==> src/rtl/hazard_scoreboard.sv <==
// rtl/hazard_scoreboard.sv - register busy scoreboard, issue/stall decision, control bubbles and halt drain
// Optional build macro WB_BYPASS_EN: a same-cycle writeback hides the busy bit from the hazard check.
module hazard_scoreboard #(
   parameter int NUM_REGS     = 16,
   parameter int CTRL_BUBBLES = 3
) (
   input  logic                clk,
   input  logic                rst,
   input  logic                id_valid,
   input  logic [3:0]          id_opcode,
   input  logic [3:0]          id_dst,
   input  logic [3:0]          id_src_a,
   input  logic [3:0]          id_src_b,
   input  logic                wb_valid,
   input  logic [3:0]          wb_rd,
   output logic                issue,
   output logic                stall,
   output logic                flush,
   output logic [NUM_REGS-1:0] busy_vec,
   output logic                halted,
   output logic [1:0]          fsm_state
);

   localparam logic [3:0] OP_HALT = 4'b0000;
   localparam logic [3:0] OP_R    = 4'b0001;
   localparam logic [3:0] OP_I    = 4'b0010;
   localparam logic [3:0] OP_ST   = 4'b0011;
   localparam logic [3:0] OP_J    = 4'b0100;
   localparam logic [3:0] OP_BR   = 4'b1000;
   localparam logic [3:0] OP_LD   = 4'b1100;

   localparam logic [2:0] BUB_INIT = 3'(CTRL_BUBBLES - 1);

   typedef enum logic [1:0] {
      S_RUN   = 2'd0,
      S_FLUSH = 2'd1,
      S_DRAIN = 2'd2,
      S_HALT  = 2'd3
   } state_t;

   state_t              r_state;
   logic [NUM_REGS-1:0] r_busy;
   logic [2:0]          r_cnt;
   logic                r_flush;
   logic                r_halted;

   logic                w_use_a;
   logic                w_use_b;
   logic                w_writes;
   logic                w_ctrl;
   logic                w_halt_op;
   logic                w_run;
   logic                w_hazard;
   logic                w_issue;
   logic [NUM_REGS-1:0] w_clr_mask;
   logic [NUM_REGS-1:0] w_set_mask;
   logic [NUM_REGS-1:0] w_busy_eff;
   logic [NUM_REGS-1:0] w_busy_next;

   always_comb begin
      w_use_a   = (id_opcode == OP_R) || (id_opcode == OP_BR) ||
                  (id_opcode == OP_I) || (id_opcode == OP_ST);
      w_use_b   = (id_opcode == OP_R) || (id_opcode == OP_BR);
      w_writes  = (id_opcode == OP_R) || (id_opcode == OP_I) || (id_opcode == OP_LD);
      w_ctrl    = (id_opcode == OP_J) || (id_opcode == OP_BR);
      w_halt_op = (id_opcode == OP_HALT);
   end

   always_comb begin
      w_clr_mask = '0;
      for (int i = 0; i < NUM_REGS; i++) begin
         w_clr_mask[i] = wb_valid && (wb_rd == 4'(i));
      end
   end

`ifdef WB_BYPASS_EN
   assign w_busy_eff = r_busy & ~w_clr_mask;
`else
   assign w_busy_eff = r_busy;
`endif

   assign w_hazard = (w_use_a && w_busy_eff[id_src_a]) || (w_use_b && w_busy_eff[id_src_b]);
   // Nothing may issue while reset is held, even though the state already reads RUN.
   assign w_run    = (r_state == S_RUN) && !rst;
   assign w_issue  = id_valid && w_run && !w_hazard;

   always_comb begin
      w_set_mask = '0;
      for (int i = 0; i < NUM_REGS; i++) begin
         w_set_mask[i] = w_issue && w_writes && (id_dst == 4'(i));
      end
   end

   // Set is OR-ed after the clear so a same-cycle writer keeps its bit.
   assign w_busy_next = (r_busy & ~w_clr_mask) | w_set_mask;

   always_ff @(posedge clk or posedge rst) begin
      if (rst) begin
         r_state  <= S_RUN;
         r_busy   <= '0;
         r_cnt    <= 3'd0;
         r_flush  <= 1'b0;
         r_halted <= 1'b0;
      end else begin
         r_busy <= w_busy_next;
         case (r_state)
            S_RUN: begin
               if (w_issue && w_ctrl) begin
                  r_state <= S_FLUSH;
                  r_cnt   <= BUB_INIT;
                  r_flush <= 1'b1;
               end else if (w_issue && w_halt_op) begin
                  r_state <= S_DRAIN;
               end
            end
            S_FLUSH: begin
               if (r_cnt == 3'd0) begin
                  r_state <= S_RUN;
                  r_flush <= 1'b0;
               end else begin
                  r_cnt <= r_cnt - 3'd1;
               end
            end
            S_DRAIN: begin
               if (w_busy_next == '0) begin
                  r_state  <= S_HALT;
                  r_halted <= 1'b1;
               end
            end
            S_HALT: begin
               r_halted <= 1'b1;
            end
            default: r_state <= S_RUN;
         endcase
      end
   end

   assign issue     = w_issue;
   assign stall     = id_valid && w_run && w_hazard;
   assign flush     = r_flush;
   assign busy_vec  = r_busy;
   assign halted    = r_halted;
   assign fsm_state = r_state;

endmodule

==> config.mk <==
export PLATFORM = sky130hd
export DESIGN_NAME = hazard_scoreboard
export DESIGN_NICKNAME = d
export VERILOG_FILES = /design/src/rtl/hazard_scoreboard.sv
export SDC_FILE = /design/constraint.sdc
export NUM_CORES = 1
export LEC_CHECK = 0
export ABC_AREA = 1
export CORE_MARGIN = 8
export CORE_UTILIZATION = 45
export DETAILED_ROUTE_END_ITERATION = 6
export PLACE_DENSITY = 0.82
export RECOVER_POWER = 50
export SYNTH_ARGS = -nofsm -noshare
export SYNTH_HDL_FRONTEND = slang
export SYNTH_SLANG_ARGS = --single-unit
==> constraint.sdc <==
create_clock -name clk -period 4.69 [get_ports clk]
set_input_delay 0.469 -clock clk [delete_from_list [all_inputs] [get_ports clk]]
set_output_delay 0.469 -clock clk [all_outputs]
set_load 0.1 [all_outputs]
==> out/results.ini, run 1 <==
[pwr]
p_leak_nw = 1.172
power_density_nw_per_um2 = 166.5
p_total_w = 0.0003964
ir_drop_v = 0.00008389

[placed_design]
dpl.cell_count = 360
portBuffers = 45
preCtsSetupSlack_ns = 1.615
place.gp.congestion = 0.8791
dp_hpwl_mm = 4.133

[run]
drv_cap = 0

[floorplan]
dieArea_um2 = 6486
num_rows = 23
die_h_um = 80.54
die_w_um = 80.54
start_util_pct = 46.86
design.core.area_um2 = 4000
ios = 46

[timing]
grt_setup_unrepaired = false
fin_setup_tns_ns = 0
tightest_slew_ns = 1.220
fin_crit_ns = 2.909
timing.fmax_mhz = 343.8
fin_worst_skew_ns = 0.002913
hold_viol = 0
period_share_pct = 62.02
finalWorstSetupSlack_ns = 1.781
relSlewSlack_pct = 18.40
setup_viol = 0
slew_viol_final = 0
hold_ws_ns = 0.4962

[route]
routedWlPerCell_um = 14.10
drc = 0
drt-total-wl_mm = 5.133
dr.pass1.iters = 4
drt_iter0_drc = 103
vias = 1936
via_per_inst = 5.319
final_antenna_net_count = 0

[synthesis]
syn-cell-area_um2 = 1874
synth_nets = 299
yosysSeqAreaShare_pct = 30.71
yosysWarnings = 0
avgSynthCellArea_um2 = 6.968
syn_inst = 269
synth-seq-cells = 23
ys_types = 25

[clock_tree]
clk_pin_slew_worst_paths_ns = 0.08
cts_buffers = 3
cts_tree = yes
h-tree-depth = 1
hold_buffers = 0
cts.path.max_buffers = 2
cts_setup_buffers = 0
cts_resized = 0
root_buffer = clkbuf_8
cts.sinks = 23
clk_latency_ns = 0.27

[layout]
area_growth_pct = 27.04
fillCellCount = 376
stdcell_count = 364
mostFrequentLayoutCell = nand2_1
fin_nets = 345
num_antenna_cells = 0
mostFrequentLayoutCells = 79 x nand2_1, 40 x nand3_1, 31 x nor2_1, 31 x clkdlybuf4s50_1, 23 x dfrtp_1
drive_gt1_share_pct = 12.74

[critical_path]
cp.arrival_ns = 2.44
cp-start-kind = input port
cp_max_fo = 18
critPathKind = input port to primary output
endpoint_kind = primary output
crit_required_ns = 4.22

[grt]
grt_pass1_vias = 1818
grt_overflow = 0
antenna_found_initial = 0
grt_first_pass_wirelength_mm = 8.280
grt_use_total_pct = 16.10
grt_start_max_net_pins = 25

[hold_path]
hp-class = flop to flop

[run_status]
outcome = complete, no violations

through the flow:
stage                     util (%)  area [um^2]
after detailed placement     58.40         2336
after CTS                    59.52         2381
final                        59.52         2381
after floorplan                  -         1874
after global routing         59.52         2381
after global placement       58.40         2336
worst max-delay path, stage by stage:
cell and delay [ns]:
clkdlybuf4s50_1 0.75, inv_8 0.07, nand2_1 0.07, nand3_1 0.06, nand3_1 0.11, nand3_1 0.12
nand3_2 0.11, nand2_4 0.07, nor2_8 0.27, buf_4 0.36
sequential cells by signal, indices dropped and copies added, names as in the netlist:
name       cells
busy_vec      16
flush          1
fsm_state      2
halted         1
r_cnt          3
cells in the mapped netlist, drive strengths merged:
cell	n	share of area, %
clkbuf	1	0.20
dfrtp	23	31
inv	27	6.2
nor2	34	8.5
buf	4	2.7
nand3	53	18
nand2	88	19
xor2	1	0.47
o31ai	2	0.80
a21oi	3	0.80
nand3b	2	0.80
ha	6	4.0
o21ai	24	6.8
a211oi	1	1.1
layout make-up:
| type | count | area (um^2) | share of cell area, % |
|---|---|---|---|
| Clock buffer | 4 | 45.04 | 1.892 |
| Inverter | 27 | 116.4 | 4.887 |
| Multi-Input combinational cell | 214 | 1129 | 47.40 |
| Sequential cell | 23 | 575.6 | 24.17 |
| Tap cell | 50 | 62.56 | 2.627 |
| Timing Repair Buffer | 46 | 452.9 | 19.02 |
cell families after synthesis:
logic type,after synthesis,share of synthesized area (%)
adder cells (fa/ha/maj),6,4.005
buffers and inverters,32,9.079
AO/OA/AOI/OAI,30,9.479
XOR/XNOR,1,0.4674
flip-flops,23,30.71
AND/OR/NAND/NOR,177,46.26
where the power goes:
group          internal (W)  switching (W)   total, W
combinational     0.0000287      0.0000428  0.0000715
clock             0.0000607      0.0000660   0.000127
sequential         0.000198              0   0.000198
total              0.000288       0.000109   0.000396
per-layer routing:
| layer | GRT usage (%) | wire length (um) |
|---|---|---|
| met2 | 26.62 | 2485 |
| met1 | 19.53 | 2244 |
| met3 | 2.455 | 296 |
| met5 | 0 | 0 |
| met4 | 8.545 | 106 |
worst paths after layout:
path	start	to	slack, ns	cells past startpoint
setup / recovery	id_src_a[0]	issue	1.78	10
hold / removal	halted	halted	0.50	2
setup reg to reg	fsm_state[0]	halted	2.45	13
hold reg to reg	halted	halted	0.50	2
max in group asynchronous	rst	r_cnt[2]	3.77	3
min in group asynchronous	rst	halted	0.68	3
No activity file was read; power rests on OpenSTA's default activity.
==> run 2: changes to the inputs <==
==> constraint.sdc (replaced) <==
create_clock -name clk -period 2.85 [get_ports clk]
set_input_delay 0.285 -clock clk [delete_from_list [all_inputs] [get_ports clk]]
set_output_delay 0.285 -clock clk [all_outputs]
set_load 0.1 [all_outputs]
==> run 2 against run 1 <==
- sequential share of layout area increased by 0.60 points
- combinational power rose by 66%
- global-route usage increased by 0.19 points
- cell count up 0.27%
- sequential power increased by 65%
- utilization decreased by 1.4 points
- via count is 1.6% higher
- setup slack worse by 1.4 ns
- highest routed layer unchanged
- clock skew increased by 0.0022 ns
- non-clock buffer count increased by 1
- clock power is 63% higher
- count of clock-buffer cells in the layout shrank 1
==> out/results.ini, run 2 (synthesis results as in run 1) <==
[route]
final_antenna_net_count = 0
routedWlPerCell_um = 14.28
vias = 1967
drc = 0
drt_iter0_drc = 103
dr.pass1.iters = 5
drt-total-wl_mm = 5.212
via_per_inst = 5.389

[layout]
num_antenna_cells = 0
mostFrequentLayoutCell = nand2_1
largest_register_ffs = 16
fillCellCount = 384
fin_util_pct = 58.09
multi_input_area_um2 = 1132
area_growth_pct = 23.97
drive_gt1_share_pct = 16.19
register_area_um2 = 575.6
fin_nets = 346
mostFrequentLayoutCells = 79 x nand2_1, 40 x nand3_1, 31 x nor2_1
design_area_um2 = 2323

[pwr]
ir_drop_v = 0.0001591
swShare_pct = 27.63
p_clk_share_pct = 31.7
pwr-share-comb_pct = 18.3
power_density_nw_per_um2 = 280.5
pwr-share-seq_pct = 50.0
internal_power_w = 0.0004716
p_leak_nw = 1.137
netSwitchingPower_w = 0.0001801

[floorplan]
num_rows = 23
dieArea_um2 = 6486
ios = 46
start_util_pct = 46.86
die_h_um = 80.54
design.core.area_um2 = 4000
die_w_um = 80.54

[clock_tree]
cts.sinks = 23
cts_tree = yes
root_buffer = clkbuf_8
clk_pin_slew_worst_paths_ns = 0.09
hold_buffers = 0
cts_buffers = 3
cts_resized = 0
h-tree-depth = 1
clk_latency_ns = 0.26
cts_setup_buffers = 0
cts.path.max_buffers = 2

[grt]
grt_first_pass_wirelength_mm = 8.562
grt_start_max_net_pins = 24
grt_use_total_pct = 16.29
grt_pass1_vias = 1849
grt_overflow = 0
antenna_found_initial = 0

[placed_design]
place.gp.congestion = 0.8515
dp_hpwl_mm = 4.154
portBuffers = 45
placed_cell_area_um2 = 2322

[critical_path]
endpoint_kind = flop
cp.arrival_ns = 2.67
cp_max_fo = 10
cp-start-kind = input port
crit_required_ns = 3.01
critPathKind = input port to flop

[timing]
relSlewSlack_pct = 15.72
fin_worst_skew_ns = 0.005104
timing.fmax_mhz = 397.8
tightest_slew_ns = 1.264
grt_setup_unrepaired = false
fin_crit_ns = 2.514
setup_viol = 0
fin_setup_tns_ns = 0
period_share_pct = 88.20
hold_viol = 0
slew_viol_final = 0

[run]
drv_cap = 0

[hold_path]
hp-class = flop to flop

[run_status]
outcome = complete, no violations

run 2: final timing paths:
kind / start / end / slack, ns / depth (start not counted)
max: id_opcode[3] / halted / 0.34 / 14
min: halted / halted / 0.49 / 2
max reg2reg: fsm_state[0] / halted / 0.55 / 13
min reg2reg: halted / halted / 0.49 / 2
max in group asynchronous: rst / busy_vec[11] / 1.21 / 3
min in group asynchronous: rst / flush / 0.89 / 3
run 2: power groups by stage:
stage          sequential (W)  clock [W]  combinational [W]
3_3_place_gp         0.000333          0           0.000117
6_report             0.000326   0.000207           0.000119
4_1_cts              0.000326   0.000206           0.000120
2_1_floorplan        0.000333          0          0.0000674
5_1_grt              0.000326   0.000214           0.000132
3_5_place_dp         0.000333          0           0.000119
run 2: cell type report:
cell class                 instances  share of cell area, %
timing repair buffer              47                  16.80
multi-input combinational        214                  48.73
tap                               50                  2.693
sequential                        23                  24.77
clock inverter                     1                 0.2154
clock buffer                       3                  1.777
inverter                          27                  5.008
run 2: stage by stage:
| stage | power (W) | hold WS, ns | setup WS (ns) | std cells |
|---|---|---|---|---|
| 2_1_floorplan | 0.0003999 | 0.2951 | 0.1905 | 269 |
| 3_5_place_dp | 0.0004513 | 0.4639 | 0.07402 | 361 |
| 6_report | 0.0006517 | 0.4883 | 0.3363 | 365 |
| 4_1_cts | 0.0006520 | 0.4008 | 0.3320 | 365 |
| 3_3_place_gp | 0.0004492 | 0.4707 | 0.1599 | 361 |
| 5_1_grt | 0.0006718 | 0.5205 | 0.09928 | 365 |
run 2: critical path, cell delays in order:
cell,delay [ns]
clkdlybuf4s50_1,0.48
nor2_4,0.19
a21oi_1,0.09
nor2_1,0.66
buf_4,0.29
nand3_1,0.11
nand2_1,0.12
nor2_1,0.06
nand2_1,0.06
nor2_1,0.04
nand2_1,0.06
nand2_2,0.08
o21ai_1,0.09
nand2_1,0.06
run 2: per-layer routing:
metal	share of wire [%]	global-route usage (%)	up-vias
met3	8.3	2.567	8
met2	48	27.19	100
met4	1.4	4.727	0
met5	0	0	-
li1	-	-	963
met1	42	20.94	896
==> run 3: changes to the inputs <==
--- a/config.mk
+++ b/config.mk
@@ -9,7 +9,7 @@
 export CORE_MARGIN = 8
 export CORE_UTILIZATION = 45
 export DETAILED_ROUTE_END_ITERATION = 6
-export PLACE_DENSITY = 0.82
+export PLACE_DENSITY = 0.75
 export RECOVER_POWER = 50
 export SYNTH_ARGS = -nofsm -noshare
 export SYNTH_HDL_FRONTEND = slang
==> run 3 against run 2 <==
- wire length barely moved
- power grew 0.22%
- utilization grew 0.19 points
- via count is 1.5% lower
- die area is the same
- non-clock buffer count grew 1
- critical path type unchanged
- largest cell class unchanged
==> out/results.ini, run 3 (synthesis results as in run 1) <==
[run_status]
outcome = complete, no violations

[timing]
relSlewSlack_pct = 19.31
hold_viol = 0
period_share_pct = 85.13
timing.fmax_mhz = 412.2
fin_worst_skew_ns = 0.0009411
fin_crit_ns = 2.426
grt_setup_unrepaired = false
setup_viol = 0
tightest_slew_ns = 1.210
fin_setup_tns_ns = 0
slew_viol_final = 0

[clock_tree]
cts.sinks = 23
h-tree-depth = 1
clk_latency_ns = 0.27
cts.path.max_buffers = 2
root_buffer = clkbuf_8
cts_setup_buffers = 0
hold_buffers = 0
clk_pin_slew_worst_paths_ns = 0.08
cts_buffers = 3
cts_tree = yes
cts_resized = 0

[floorplan]
num_rows = 23
die_h_um = 80.54
ios = 46
start_util_pct = 46.86
dieArea_um2 = 6486
die_w_um = 80.54
design.core.area_um2 = 4000

[critical_path]
cp_cell_sequence = clkdlybuf4s50_1 -> inv_8 -> nand2_1 -> nand3_2 -> nand3_2 -> nand3_2 -> nand3_2 -> nand2_4 -> nor2_8 -> nand3_1 -> nand2_1 -> nor2_1 -> nand2_1 -> nor2_1 -> nand2_1 -> nand2_2 -> o21ai_1 -> nand2_1
crit_required_ns = 3.01
endpoint_kind = flop
cp_max_fo = 18
crit_slowest_cell = clkdlybuf4s50_1
crit_top_cell = nand2_1
cp.arrival_ns = 2.59
critPathKind = input port to flop
cp-start-kind = input port
slowest_delay_ns = 0.75

[placed_design]
place.gp.congestion = 0.9367
dpl.cell_count = 362
dp_hpwl_mm = 4.206
portBuffers = 45

[route]
vias = 1937
dr.pass1.iters = 4
drt-total-wl_mm = 5.209
via_per_inst = 5.292
final_antenna_net_count = 0
routedWlPerCell_um = 14.23
drt_iter0_drc = 104
drc = 0

[grt]
grt_first_pass_wirelength_mm = 8.500
antenna_found_initial = 0
grt_start_max_net_pins = 24
grt_overflow = 0
grt_use_total_pct = 16.39
grt_pass1_vias = 1828

[layout]
mostFrequentLayoutCells = 79 x nand2_1, 40 x nand3_1, 31 x nor2_1
drive_gt1_share_pct = 16.46
largest_register_ffs = 16
area_growth_pct = 24.37
num_antenna_cells = 0
fillCellCount = 387
mostFrequentLayoutCell = nand2_1
fin_nets = 347
stdcell_count = 366

[run]
drv_cap = 0

[hold_path]
hp-class = flop to flop

[pwr]
ir_drop_v = 0.0001700
power_density_nw_per_um2 = 280.2
p_total_w = 0.0006531
p_leak_nw = 1.143

-- run 3: changes by cell type in the layout (fill, tap and decap cells not counted), sizes merged --
cell,before,now
buf,12,13
-- run 3: final timing paths --
check | slack [ns] | cells past startpoint | end | from
min in group asynchronous | 0.86 | 3 | r_cnt[1] | rst
max | 0.42 | 18 | halted | id_src_a[0]
max reg2reg | 0.59 | 13 | halted | fsm_state[0]
max in group asynchronous | 1.27 | 3 | busy_vec[2] | rst
min reg2reg | 0.48 | 2 | halted | halted
min | 0.48 | 2 | halted | halted
-- run 3: critical path, delay by kind of cell --
kind / cells / cell delay (ns)
AO/OA/AOI/OAI: 1 / 0.09
AND/OR/NAND/NOR: 15 / 1.39
buffers and inverters: 2 / 0.82
-- run 3: routing by layer --
| metal | track usage, % | wire length, um |
|---|---|---|
| met5 | 0 | 0 |
| met4 | 6.909 | 72 |
| met3 | 1.563 | 305 |
| met2 | 26.46 | 2490 |
| met1 | 21.61 | 2341 |
-- run 3: area by class of cell --
cell class | instances | area [um^2] | share of cell area [%]
clock buffers | 3 | 41.29 | 1.771
clock inverters | 1 | 5.005 | 0.2147
inverters | 27 | 116.4 | 4.992
multi-input cells | 214 | 1132 | 48.58
flip-flops and latches | 23 | 575.6 | 24.69
well taps | 50 | 62.56 | 2.684
repair buffers | 48 | 397.9 | 17.07
-- run 3: report_power, final --
part | total [W] | internal [W] | switching (W) | leakage [nW]
combinational | 0.000120 | 0.0000489 | 0.0000706 | 0.827
sequential | 0.000326 | 0.000326 | 0 | 0.290
clock | 0.000208 | 0.0000978 | 0.000110 | 0.0255
-- run 3: per-stage QoR --
step / utilization (%) / hold slack, ns / area (um^2) / setup slack, ns
2_1_floorplan: - / 0.2951 / 1878 / 0.1905
3_3_place_gp: 58.24 / 0.4529 / 2330 / 0.1752
3_5_place_dp: 58.24 / 0.4554 / 2330 / 0.1372
4_1_cts: 59.40 / 0.3862 / 2376 / 0.4283
5_1_grt: 58.27 / 0.5051 / 2331 / 0.1994
6_report: 58.27 / 0.4750 / 2331 / 0.4238
